### src/rtl/kitchen_pkg.sv
// Shared constants and types for the kitchen load scheduler: appliance indices,
// default sizing and the chimney sequencer state encoding.
package kitchen_pkg;

  localparam int STOVE     = 0;
  localparam int OVEN      = 1;
  localparam int KETTLE    = 2;
  localparam int MICROWAVE = 3;

  localparam int DEF_N_APPL       = 4;
  localparam int DEF_MAX_ON       = 2;
  localparam int DEF_CHIMNEY_HOLD = 60;
  localparam logic [3:0] DEF_HEAT_MASK = 4'((1 << STOVE) | (1 << OVEN));

  typedef enum logic [1:0] {
    OFF   = 2'd0,
    RUN   = 2'd1,
    PURGE = 2'd2
  } chimney_state_e;

endpackage

### src/rtl/kitchen_chimney_seq.sv
// Chimney sequencer: runs while any heat source is granted, then purges for
// CHIMNEY_HOLD cycles after the last one drops.
module kitchen_chimney_seq
  import kitchen_pkg::*;
#(
  parameter int CHIMNEY_HOLD = DEF_CHIMNEY_HOLD
) (
  input  logic clk,
  input  logic rst_n,
  input  logic heat,
  output logic chimney
);

  localparam int CW = (CHIMNEY_HOLD > 1) ? $clog2(CHIMNEY_HOLD) : 1;

  chimney_state_e state_q, state_d;
  logic [CW-1:0]  cnt_q, cnt_d;
  logic           chimney_q, chimney_d;

  always_ff @(posedge clk or negedge rst_n) begin
    if (!rst_n) begin
      state_q   <= OFF;
      cnt_q     <= '0;
      chimney_q <= 1'b0;
    end else begin
      state_q   <= state_d;
      cnt_q     <= cnt_d;
      chimney_q <= chimney_d;
    end
  end

  always_comb begin
    state_d = state_q;
    cnt_d   = cnt_q;
    case (state_q)
      OFF: begin
        if (heat) state_d = RUN;
      end
      RUN: begin
        if (!heat) begin
          state_d = PURGE;
          cnt_d   = CW'(CHIMNEY_HOLD - 1);
        end
      end
      PURGE: begin
        // A returning heat source cancels the purge; the next drop reloads it.
        if (heat)             state_d = RUN;
        else if (cnt_q == '0) state_d = OFF;
        else                  cnt_d   = cnt_q - 1'b1;
      end
      default: state_d = OFF;
    endcase
    chimney_d = (state_d != OFF);
  end

  assign chimney = chimney_q;

endmodule

### src/rtl/kitchen_load_scheduler.sv
// Round-robin power-budget arbiter for kitchen appliances (at most MAX_ON granted,
// no preemption, one new grant per cycle) driving the chimney sequencer.
module kitchen_load_scheduler
  import kitchen_pkg::*;
#(
  parameter int                N_APPL       = DEF_N_APPL,
  parameter int                MAX_ON       = DEF_MAX_ON,
  parameter logic [N_APPL-1:0] HEAT_MASK    = N_APPL'(DEF_HEAT_MASK),
  parameter int                CHIMNEY_HOLD = DEF_CHIMNEY_HOLD
) (
  input  logic                        clk,
  input  logic                        rst_n,
  input  logic [N_APPL-1:0]           req,
  output logic [N_APPL-1:0]           grant,
  output logic                        chimney,
  output logic [$clog2(N_APPL+1)-1:0] active_cnt,
  output logic                        pending
);

  localparam int PW = (N_APPL > 1) ? $clog2(N_APPL) : 1;
  localparam int AW = $clog2(N_APPL + 1);

  logic [N_APPL-1:0] grant_q, grant_d;
  logic [PW-1:0]     rr_ptr_q, rr_ptr_d;
  logic [AW-1:0]     active_cnt_q, active_cnt_d;
  logic              pending_q, pending_d;

  logic [N_APPL-1:0] kept;
  logic [AW-1:0]     kept_cnt;
  logic [PW-1:0]     idx;
  logic [PW-1:0]     pick;
  logic              found;

  always_ff @(posedge clk or negedge rst_n) begin
    if (!rst_n) begin
      grant_q      <= '0;
      rr_ptr_q     <= '0;
      active_cnt_q <= '0;
      pending_q    <= 1'b0;
    end else begin
      grant_q      <= grant_d;
      rr_ptr_q     <= rr_ptr_d;
      active_cnt_q <= active_cnt_d;
      pending_q    <= pending_d;
    end
  end

  always_comb begin
    // Released slots free up on the same edge, so capacity is judged on kept grants.
    kept     = grant_q & req;
    kept_cnt = '0;
    for (int i = 0; i < N_APPL; i++) kept_cnt = kept_cnt + AW'(kept[i]);

    found = 1'b0;
    pick  = '0;
    idx   = '0;
    for (int k = 0; k < N_APPL; k++) begin
      idx = PW'((int'(rr_ptr_q) + k) % N_APPL);
      if (!found && req[idx] && !kept[idx]) begin
        found = 1'b1;
        pick  = idx;
      end
    end

    grant_d  = kept;
    rr_ptr_d = rr_ptr_q;
    if (found && (int'(kept_cnt) < MAX_ON)) begin
      grant_d[pick] = 1'b1;
      rr_ptr_d      = PW'((int'(pick) + 1) % N_APPL);
    end

    active_cnt_d = '0;
    for (int i = 0; i < N_APPL; i++) active_cnt_d = active_cnt_d + AW'(grant_d[i]);
    pending_d = |(req & ~grant_d);
  end

  kitchen_chimney_seq #(
    .CHIMNEY_HOLD(CHIMNEY_HOLD)
  ) u_chimney (
    .clk    (clk),
    .rst_n  (rst_n),
    .heat   (|(grant_q & HEAT_MASK)),
    .chimney(chimney)
  );

  assign grant      = grant_q;
  assign active_cnt = active_cnt_q;
  assign pending    = pending_q;

endmodule
### config.mk
export PLATFORM = sky130hd
export DESIGN_NAME = kitchen_load_scheduler
export DESIGN_NICKNAME = d
export VERILOG_FILES = /design/src/rtl/kitchen_pkg.sv /design/src/rtl/kitchen_chimney_seq.sv /design/src/rtl/kitchen_load_scheduler.sv
export SDC_FILE = /design/constraint.sdc
export NUM_CORES = 1
export LEC_CHECK = 0
export ABC_AREA = 1
export CAP_MARGIN = 20
export CORE_MARGIN = 2
export CORE_UTILIZATION = 35
export CTS_CLUSTER_DIAMETER = 120
export DETAILED_ROUTE_END_ITERATION = 16
export HOLD_SLACK_MARGIN = 0.12
export PLACE_DENSITY = 0.67
export SYNTH_ARGS = -nofsm -noshare
export SYNTH_HDL_FRONTEND = slang
export SYNTH_HIERARCHICAL = 1
export SYNTH_SLANG_ARGS = --single-unit
### constraint.sdc
create_clock -name clk -period 2.9 [get_ports clk]
set_input_delay 0.725 -clock clk [delete_from_list [all_inputs] [get_ports clk]]
set_output_delay 0.725 -clock clk [all_outputs]
set_load 0.01 [all_outputs]
Word level (Yosys, flattened, before mapping) --
Index checks and enable logic that the tools add are counted.
Word-level totals: output and inout port bits 9, bits of input ports 6, word-level logic and storage cells 93, flip-flop bits (word level) 19
Cells by class: mux-type cells 36, equality and inequality tests 5, add/sub/neg operators 11, bitwise operators 4, reduce and logical (&&, ||, !) cells 23, $lt $le $gt $ge 7
Operators by type and width (count):
- $mux W6 | 3
- $bmux W1 S2 | 8
- $mux W2 | 8
- $lt A2 B3 Y1 const B | 5
- $mux W1 | 13
- $pmux W6 S2 | 1
- $logic_and A1 B1 Y1 | 9
- $and A4 B4 Y4 | 2
- $logic_not A1 Y1 | 7
- $add A2 B1 Y3 | 2
- $add A3 B1 Y3 | 2
- $logic_not A6 Y1 | 1
- $ne A2 B2 Y1 const B | 3
- $pmux W2 S3 | 1
- $sub A6 B1 Y6 const B | 1
- $add A1 B1 Y2 | 2
- $add A2 B1 Y2 const B | 2
- $add A2 B2 Y2 const B | 2
- $mux W4 | 1
- $not A4 Y4 | 1
- $or A4 B4 Y4 | 1
- $reduce_and A4 Y1 | 1
- $reduce_bool A2 Y1 | 2
- $reduce_or A4 Y1 | 1
- 7 further kinds | 7

Longest topological paths before layout --
Gate-level depths: netlist (run 1).
depth after elaboration 27, gate-level depth with buffers 20, depth with buffers taken out 19

Hierarchy --
Netlist (run 1), hierarchy kept.
By module, submodules not included:
- kitchen_load_scheduler | instances 1, cells each 114, area each 887.1 µm²
- kitchen_chimney_seq | instances 1, cells each 63, area each 511.7 µm²

Least setup slack after synthesis (run 1) --
No wires, ideal clock.
path type input to register, start input req[2], end register active_cnt_q[1], in the netlist active_cnt[1], arrival 2.816 ns, library setup time 0.126 ns, data required time 2.774 ns, stages 16, setup slack -0.042 ns, cell sequence nand2_1 nand2_1 nand2_1 o21ai_2 nor2_4 nand2_1 o211ai_1 a21oi_2 ha_1 nand3_2 nand2_1 inv_1 fa_1 inv_1 ha_1 ha_1
On the way: cells in the longest elaborated chain, start to end 27, elaborated cells between the ends (all ways) 53, those cells by class 5 x add/sub; 3 x order compare; 27 x mux; 2 x bitwise; 16 x reduce/logical
RTL lines:
- start, declared | RTL line kitchen_load_scheduler.sv:13 | input logic [N_APPL-1:0] req,
- $and A4 B4 Y4 | RTL line kitchen_load_scheduler.sv:50 | kept = grant_q & req;
- $bmux W1 S2 | RTL line kitchen_load_scheduler.sv:59 | if (!found && req[idx] && !kept[idx]) begin
- $mux W1 (not written as such) | RTL line kitchen_load_scheduler.sv:59
- $logic_not A1 Y1 | RTL line kitchen_load_scheduler.sv:59
- $logic_and A1 B1 Y1 | RTL line kitchen_load_scheduler.sv:59
- $mux W1 | RTL line kitchen_load_scheduler.sv:59
- $logic_not A1 Y1 | RTL line kitchen_load_scheduler.sv:59
- $logic_and A1 B1 Y1 (2 in series) | RTL line kitchen_load_scheduler.sv:59
- [12 not listed]
- $demux W1 S2 | RTL line kitchen_load_scheduler.sv:68 | grant_d[pick] = 1'b1;
- $or A4 B4 Y4 (no line)
- $mux W4 * | RTL line kitchen_load_scheduler.sv:67 | if (found && (int'(kept_cnt) < MAX_ON)) begin
- via grant_d[0] | RTL line kitchen_load_scheduler.sv:23 | logic [N_APPL-1:0] grant_q, grant_d;
- $add A1 B1 Y2 * | RTL line kitchen_load_scheduler.sv:73 | for (int i = 0; i < N_APPL; i++) active_cnt_d = active_cnt_d + AW'(grant_d[i]);
- $add A2 B1 Y3 * | RTL line kitchen_load_scheduler.sv:73
- $add A3 B1 Y3 * | RTL line kitchen_load_scheduler.sv:73
- via active_cnt_d[1] | RTL line kitchen_load_scheduler.sv:25 | logic [AW-1:0] active_cnt_q, active_cnt_d;
- end signal, assigned | RTL line kitchen_load_scheduler.sv:43 | active_cnt_q <= active_cnt_d;
- end, declared | RTL line kitchen_load_scheduler.sv:25
Mark *: on every way through the listed nets, which the timed path passes. The rest lies on a longest branch. The select of a mux whose other input is x is not followed. A chain may end at the register's enable or synchronous reset.

Final worst setup path (run 1) --
Ends and elaborated chain as after synthesis.

==> results of run 1 <==
timing repair:
action                     CTS  global route
buffers inserted             6             1
pin swaps                   14            10
setup endpoints to repair    3             3
cloned                       0             0
resized for setup           40            10
layer usage:
layer / up-vias / global-route usage (%) / share of wire, %
met5: - / 0 / 0
met4: 0 / 5.87 / 1.4
met3: 6 / 3.33 / 2.6
met2: 14 / 28.2 / 53
met1: 579 / 19.2 / 43
li1: 661 / - / -
registers in the layout, indices dropped and copies added, names as in the netlist:
| name | flops |
|---|---|
| u_chimney/cnt_q | 6 |
| grant | 4 |
| active_cnt | 3 |
| rr_ptr_q | 2 |
| u_chimney/state_q | 2 |
| pending | 1 |
| u_chimney/chimney | 1 |
path summary, 6_finish.rpt:
| path | end | slack [ns] | depth (start not counted) |
|---|---|---|---|
| setup reg to reg | active_cnt[1] | 0.02 | 17 |
| min in group asynchronous | u_chimney/cnt_q[4] | 0.80 | 2 |
| hold / removal | u_chimney/state_q[0] | 0.47 | 1 |
| hold reg to reg | u_chimney/state_q[0] | 0.47 | 1 |
| max in group asynchronous | rr_ptr_q[0] | 1.88 | 2 |
| setup / recovery | active_cnt[1] | 0.002 | 17 |
stage by stage:
stage / instance area [um^2] / utilization (%)
3_3_place_gp: 1800 / 48.0
2_1_floorplan: 1400 / -
3_5_place_dp: 1800 / 48.0
4_1_cts: 1950 / 52.1
5_1_grt: 1990 / 53.3
6_report: 1990 / 53.3
cell families (layout without fill, tap and decap cells):
group                    after synthesis  count (layout)  share of synthesized area (%)
adder cells (fa/ha/maj)                9               9                           9.12
AND/OR/NAND/NOR                      111             111                           43.6
flip-flops                            19              19                           34.0
buffers and inverters                 30              82                           9.30
AO/OA/AOI/OAI                          7               7                           3.40
XOR/XNOR                               1               1                          0.626
final cells by class:
cell class | instances | area (um^2) | share of cell area [%]
Clock buffer | 4 | 45.0 | 2.26
Inverter | 29 | 121 | 6.09
Multi-Input combinational cell | 128 | 908 | 45.5
Timing Repair Buffer | 49 | 383 | 19.2
Sequential cell | 19 | 477 | 23.9
Tap cell | 48 | 60.1 | 3.01
cells in the final DEF, fill, tap and decap left out, drive strengths merged:
cell type / instances
nand2: 65
buf: 39
inv: 29
nand3: 27
dfrtp: 19
nor2: 13
clkdlybuf4s50: 10
ha: 7
clkbuf: 4
a21oi: 3
nand3b: 3
fa: 2
o21ai: 2
nand4: 2
o211ai: 1
o21a: 1
or2: 1
xnor2: 1
critical path: cells and delay by family:
| family | cells | cell delay (ns) |
|---|---|---|
| compound gates | 3 | 0.47 |
| fa+ha+maj | 4 | 1.11 |
| buf+inv | 3 | 0.22 |
| simple gates | 7 | 0.53 |
==> impl_metrics.toml, run 1 <==
[grt]
overflow = 0
antenna_found_initial = 0
grt_pass1_wl_mm = 5.53
grt_max_degree = 20
grt_pass1_vias = 1270
grt_usage_pct = 16.0

[floorplan]
ioPinCount = 15
core_mm2 = 0.00374
die-width_um = 67.2
start_util_pct = 37.4
fp.dieH_um = 67.2
rows = 22
dieArea_mm2 = 0.00452

[sta]
worst_slew_pin_slew_ns = 0.252
final-hold-violation-count = 0
fin_crit_sh_pct = 99.9
relSlewSlack_pct = 83.2
setup_ws_ns = 0.00174
fmax_mhz = 345
setup_viol = 0
slew_viol_final = 0
fin_crit_ns = 2.90
rsz0062_at_grt = "yes"
fin_skew_ns = 0.00325
setup-tns-final_ns = 0
hold_ws_ns = 0.469

[logic_synthesis]
synth_area_mm2 = 0.00140
syn_nets = 192
synthDistinctLibCells = 29
ys_seq_area_share_pct = 34.0
avgSynthCellArea_um2 = 7.90
synth-seq-cells = 19
ys_async_sr_fraction_pct = 100
synth-edff-count = 0
synthCells = 177
ys_top_cells_by_count = "54 x nand2_1, 23 x inv_1, 20 x nand3_1"
yosysWarnings = 6
synth_flop_cell = "dfrtp_1"
synthTopCellsByArea = "dfrtp_1 34%, nand2_1 14%, nand3_1 7.2%"
yosys.area.top_type_share_pct = 34.0
synth_most_common_cell = "nand2_1"
yosys.area.top_type = "dfrtp_1"

[placement]
pre_cts_ws_ns = -0.802
portBuffers = 14
hpwl_mm = 2.27
gp_congestion = 0.756
dp_cells = 266

[final_layout]
antenna_cells = 0
final_nets = 245
layout.cells.non_filler = 277
n_fill_cell = 356
syn_to_final_growth_pct = 42.6
drive_gt1_share_pct = 42.8

[cts]
cts_hold_buf = 0
tritoncts = "done"
clk_pin_slew_ns = 0.07
numCtsBuffers = 3
cts_htree_levels = 1
cts_root_buffer = "clkbuf_8"
insertion_delay_ns = 0.26
cts.sink_count = 19
clockBufferDepth = 2

[critical_path]
slowest_delay_ns = 0.53
cp-startpoint = "req[2]"
worstPathArrival_ns = 3.05
worstSetupPathType = "in2reg"
cp.required_ns = 3.05
cp_max_fo = 4
slowest_stage = "fa_1"
r2r_start = "rr_ptr_q[0]"
critPathLaunchType = "input port"
end_kind = "flop"
path_cells = "buf_2 > nand2_1 > nand2_4 > nand2_4 > o21ai_4 > nor2_4 > nand2_2 > o211ai_1 > a21oi_2 > ha_2 > nand3_2 > nand2_2 > inv_2 > fa_1 > inv_1 > ha_2 > ha_4"

[run_status]
outcome = "complete, no violations"

[detailed_routing]
drt-wirelength-per-cell_um = 11.3
vias = 1260
drtIter0Drc = 90
ant_nets = 0
drt-pass1-iter-count = 4
routed_via_density = 4.55
drc = 0
routed_wl_mm = 3.13

[min_path]
min_from = "u_chimney/state_q[0]"
hp-class = "reg2reg"

[job]
cap_violations = 0
Power of run 1 is not shown: default switching activity piles up to over one toggle a cycle in this logic, so the estimate is an artifact.
==> run 2: changes to the inputs <==
CORE_MARGIN = not set   (was 2)
==> impl_metrics.toml, run 2 (same netlist as run 1, synthesis figures left out) <==
[final_layout]
final_nets = 246
largest_register = "u_chimney/cnt_q"
n_fill_cell = 362
layout_commonest_cell = "nand2_1"
drive_gt1_share_pct = 43.9
multiInputGateArea_um2 = 925
seq_area_um2 = 477
syn_to_final_growth_pct = 45.8
largest_reg_flops = 6
antenna_cells = 0
final_cell_mix = "42 x nand2_1, 33 x buf_4, 18 x nand3_1, 18 x dfrtp_1, 17 x inv_1"

[sta]
rsz0062_at_grt = "yes"
fin_skew_ns = 0.00256
fin_crit_ns = 3.01
final-hold-violation-count = 0
hold_ws_ns = 0.459
relSlewSlack_pct = 81.4
fmax_mhz = 332
fin_crit_sh_pct = 104
slew_viol_final = 0
worst_slew_pin_slew_ns = 0.279
setup_viol = 2
setup_ws_ns = -0.109

[cts]
tritoncts = "done"
clockBufferDepth = 2
cts_root_buffer = "clkbuf_8"
insertion_delay_ns = 0.25
cts_hold_buf = 0
cts_htree_levels = 1
numCtsBuffers = 3
cts.sink_count = 19
clk_pin_slew_ns = 0.07

[critical_path]
cp_max_fo = 4
slowest_delay_ns = 0.52
critPathLaunchType = "input port"
worst-path-stages = 18
r2r_start = "rr_ptr_q[0]"
path_buf_inv = 4
worst-r2r-cell-count = 18
slowest_stage = "fa_1"
path_delay_family = "adder cells"
end_kind = "flop"
worstSetupPathType = "in2reg"
worstPathArrival_ns = 3.16
cp.required_ns = 3.05
cp-startpoint = "req[1]"
path_cells = "clkdlybuf4s15_2 > nand3_1 > nand2_2 > nand2_2 > nand2_4 > nor2_4 > nand3b_1 > nand3_2 > nand2_4 > inv_2 > ha_2 > nand3_2 > nand2_2 > inv_2 > fa_1 > inv_2 > ha_4 > ha_4"

[detailed_routing]
vias = 1291
drt-wirelength-per-cell_um = 11.3
routed_wl_mm = 3.14
drtIter0Drc = 29
ant_nets = 0
drt-pass1-iter-count = 4
routed_via_density = 4.64
drc = 0

[min_path]
holdPathStages = 1
hp-class = "reg2reg"
min_from = "u_chimney/state_q[0]"

[grt]
overflow = 0
grt_pass1_wl_mm = 5.35
grt_pass1_vias = 1282
antenna_found_initial = 0
grt_max_degree = 20
grt_usage_pct = 16.2

[run_status]
outcome = "finished with violations"
violations = "negative setup slack"

[floorplan]
fp.dieH_um = 65.2
ioPinCount = 15
start_util_pct = 37.4
rows = 22
core_mm2 = 0.00374
dieArea_mm2 = 0.00425
die-width_um = 65.2

[job]
cap_violations = 0

[placement]
hpwl_mm = 2.17
gp_congestion = 0.829
portBuffers = 14
run 2: changes by cell type in the layout (fill, tap and decap cells not counted), moves of 2 or more:
cell	previous run	this run
buf_2	4	2
buf_6	0	3
inv_2	7	10
buf_4	35	33
nand2_4	9	11
inv_1	20	17
clkdlybuf4s15_2	0	2
nand2_1	44	42
run 2: timing repair:
| item | in CTS | in global routing |
|---|---|---|
| endpoints found under the setup margin | 3 | 3 |
| gates resized for setup | 40 | 14 |
| pin swaps | 18 | 13 |
| buffers inserted | 8 | 3 |
| cloned | 0 | 0 |
run 2: worst paths after layout:
kind	slack, ns	to
max in group asynchronous	1.87	rr_ptr_q[0]
hold / removal	0.46	u_chimney/state_q[0]
setup / recovery	-0.11	active_cnt[1]
setup reg to reg	-0.09	active_cnt[1]
min in group asynchronous	0.80	u_chimney/cnt_q[3]
hold reg to reg	0.46	u_chimney/state_q[0]
run 2: layout make-up:
class	instances	area share, %
clock buffer	4	2.21
inverter	29	5.83
multi-input combinational	128	45.3
sequential	19	23.4
tap	48	2.94
timing repair buffer	50	20.3
run 2: worst register-to-register path, stage by stage (launching register included):
cell	delay [ns]
dfrtp_2	0.52
buf_6	0.17
nand3_1	0.11
nand2_2	0.11
nand2_2	0.10
nand2_4	0.06
nor2_4	0.14
nand3b_1	0.12
nand3_2	0.10
nand2_4	0.06
inv_2	0.09
ha_2	0.19
nand3_2	0.09
nand2_2	0.08
inv_2	0.04
fa_1	0.52
inv_2	0.05
ha_4	0.15
ha_4	0.19
run 2: metal layers:
layer	GRT usage (%)	vias up	part of all wire, %
met4	3.26	0	0.86
met3	3.65	4	3.1
met1	17.9	613	45
li1	-	657	-
met2	30.9	17	51
met5	0	-	0
run 2: stage by stage:
stage	TNS, ns	utilization, %	worst slack [ns]	std cells	instance area [um^2]
final	-0.162	54.5	-0.109	278	2040
after CTS	-0.0707	52.4	-0.0625	275	1960
after global routing	-0.445	54.5	-0.219	278	2040
after floorplan	-0.0418	-	-0.0418	177	1400
after detailed placement	-2.13	47.4	-0.785	263	1780
after global placement	-2.04	47.4	-0.760	263	1780
Power of run 2 is left out for the same reason.
==> run 3: changes to the inputs <==
PLACE_DENSITY = 0.65   (was 0.67)
clock period = 3.65 ns   (was 2.9 ns; I/O delays follow)
==> impl_metrics.toml, run 3 (same netlist as run 1, synthesis figures left out) <==
[placement]
portBuffers = 14
hpwl_mm = 2.13
post_dp_cell_area_mm2 = 0.00172
dp_cells = 255
gp_congestion = 0.886

[floorplan]
ioPinCount = 15
start_util_pct = 37.4
dieArea_mm2 = 0.00425
core_mm2 = 0.00374
rows = 22
fp.dieH_um = 65.2
die-width_um = 65.2

[min_path]
hp-class = "reg2reg"

[final_layout]
antenna_cells = 0
layout_commonest_cell = "nand2_1"
syn_to_final_growth_pct = 26.8
drive_gt1_share_pct = 25.1
largest_reg_flops = 6
final_nets = 227
final_cell_mix = "53 x nand2_1, 23 x inv_1, 20 x nand3_1"
fin_area_mm2 = 0.00177
layout.cells.non_filler = 259
n_fill_cell = 384
largest_register = "u_chimney/cnt_q"
final_util_pct = 47.4

[cts]
clockBufferDepth = 2
tritoncts = "done"
clk_pin_slew_ns = 0.08
insertion_delay_ns = 0.26
cts_root_buffer = "clkbuf_8"
cts_htree_levels = 1
cts_hold_buf = 0
postCtsSetupRepairBufs = 0
cts.sink_count = 19
ctsResizeCount = 0
numCtsBuffers = 3

[detailed_routing]
vias = 1177
routed_via_density = 4.54
drt-wirelength-per-cell_um = 10.5
ant_nets = 0
drc = 0
routed_wl_mm = 2.72
drt-pass1-iter-count = 4
drtIter0Drc = 90

[sta]
fin_skew_ns = 0.0118
relSlewSlack_pct = 36.2
fin_crit_sh_pct = 88.4
final-hold-violation-count = 0
rsz0062_at_grt = "no"
fmax_mhz = 310
worst_slew_pin_slew_ns = 0.954
slew_viol_final = 0
setup_viol = 0
setup-tns-final_ns = 0
fin_crit_ns = 3.23

[critical_path]
end_kind = "flop"
slowest_delay_ns = 0.53
path_cells = "dlymetal6s2s_1 > nand2_1 > nand2_1 > nand2_1 > o21ai_2 > nor2_4 > nand2_1 > o211ai_1 > a21oi_2 > ha_1 > nand3_2 > nand2_1 > inv_1 > fa_1 > inv_1 > ha_1 > ha_1"
worstSetupPathType = "in2reg"
critPathLaunchType = "input port"
slowest_stage = "fa_1"
path_buf_inv = 3
worstPathArrival_ns = 3.38
path_delay_family = "adder cells"
rrSetupSlack_ns = 0.58
crit_top_cell = "nand2_1"
cp.required_ns = 3.80
cp_max_fo = 4

[power]
max-vdd-ir-drop_v = 0.000483
pwr_density_cell_mw_per_mm2 = 1110
power_mw = 1.97
power_leakage_nw = 0.962

[job]
cap_violations = 0

[grt]
grt_pass1_vias = 1182
antenna_found_initial = 0
overflow = 0
grt_pass1_wl_mm = 4.90
grt_usage_pct = 14.9
grt_max_degree = 20

[run_status]
outcome = "complete, no violations"
run 3: cell count changes in the layout (fill, tap and decap cells not counted), moves of 2 or more:
| cell | change |
|---|---|
| buf_4 | -16 |
| nand3_1 | +2 |
| ha_2 | -2 |
| buf_2 | -2 |
| clkdlybuf4s15_2 | -2 |
| nand2_2 | -5 |
| ha_4 | -3 |
| inv_1 | +6 |
| nand2_4 | -6 |
| nand2_1 | +11 |
| inv_2 | -6 |
| buf_6 | -3 |
| dlymetal6s2s_1 | +4 |
| ha_1 | +5 |
run 3: per-layer routing:
metal,vias to the layer above,routed length (um),global-route usage [%]
met1,544,1380,19.2
met5,-,0,0
met2,15,1240,25.1
met3,2,80,3.13
met4,0,19,4.35
li1,616,-,-
run 3: final timing paths:
check | start | end | cells past startpoint
setup / recovery | req[2] | active_cnt[1] | 17
hold / removal | u_chimney/state_q[0] | u_chimney/state_q[0] | 1
setup reg to reg | rr_ptr_q[0] | active_cnt[1] | 16
hold reg to reg | u_chimney/state_q[0] | u_chimney/state_q[0] | 1
max in group asynchronous | rst_n | u_chimney/cnt_q[4] | 1
min in group asynchronous | rst_n | rr_ptr_q[0] | 1
run 3: where the power goes:
group | internal (mW) | switching [mW] | total (mW)
registers | 0.323 | 0.101 | 0.424
clock network | 0.0759 | 0.0743 | 0.150
logic | 0.637 | 0.761 | 1.40
run 3: metrics by stage:
step,worst slack [ns],hold WS (ns)
floorplan,0.521,0.434
global placement,-0.178,0.455
detailed placement,-0.236,0.456
CTS,0.0527,0.466
global route,0.185,0.486
finish,0.423,0.462
run 3: final cells by class:
type                    instances  area [um^2]  area share [%]
clock buffers                   3         41.3            2.33
clock inverters                 1         5.00           0.282
inverters                      29          119            6.70
multi-input cells             128          796            44.9
flip-flops and latches         19          475            26.8
well taps                      48         60.1            3.39
repair buffers                 31          278            15.7
Power figures use the tool's default switching activity.
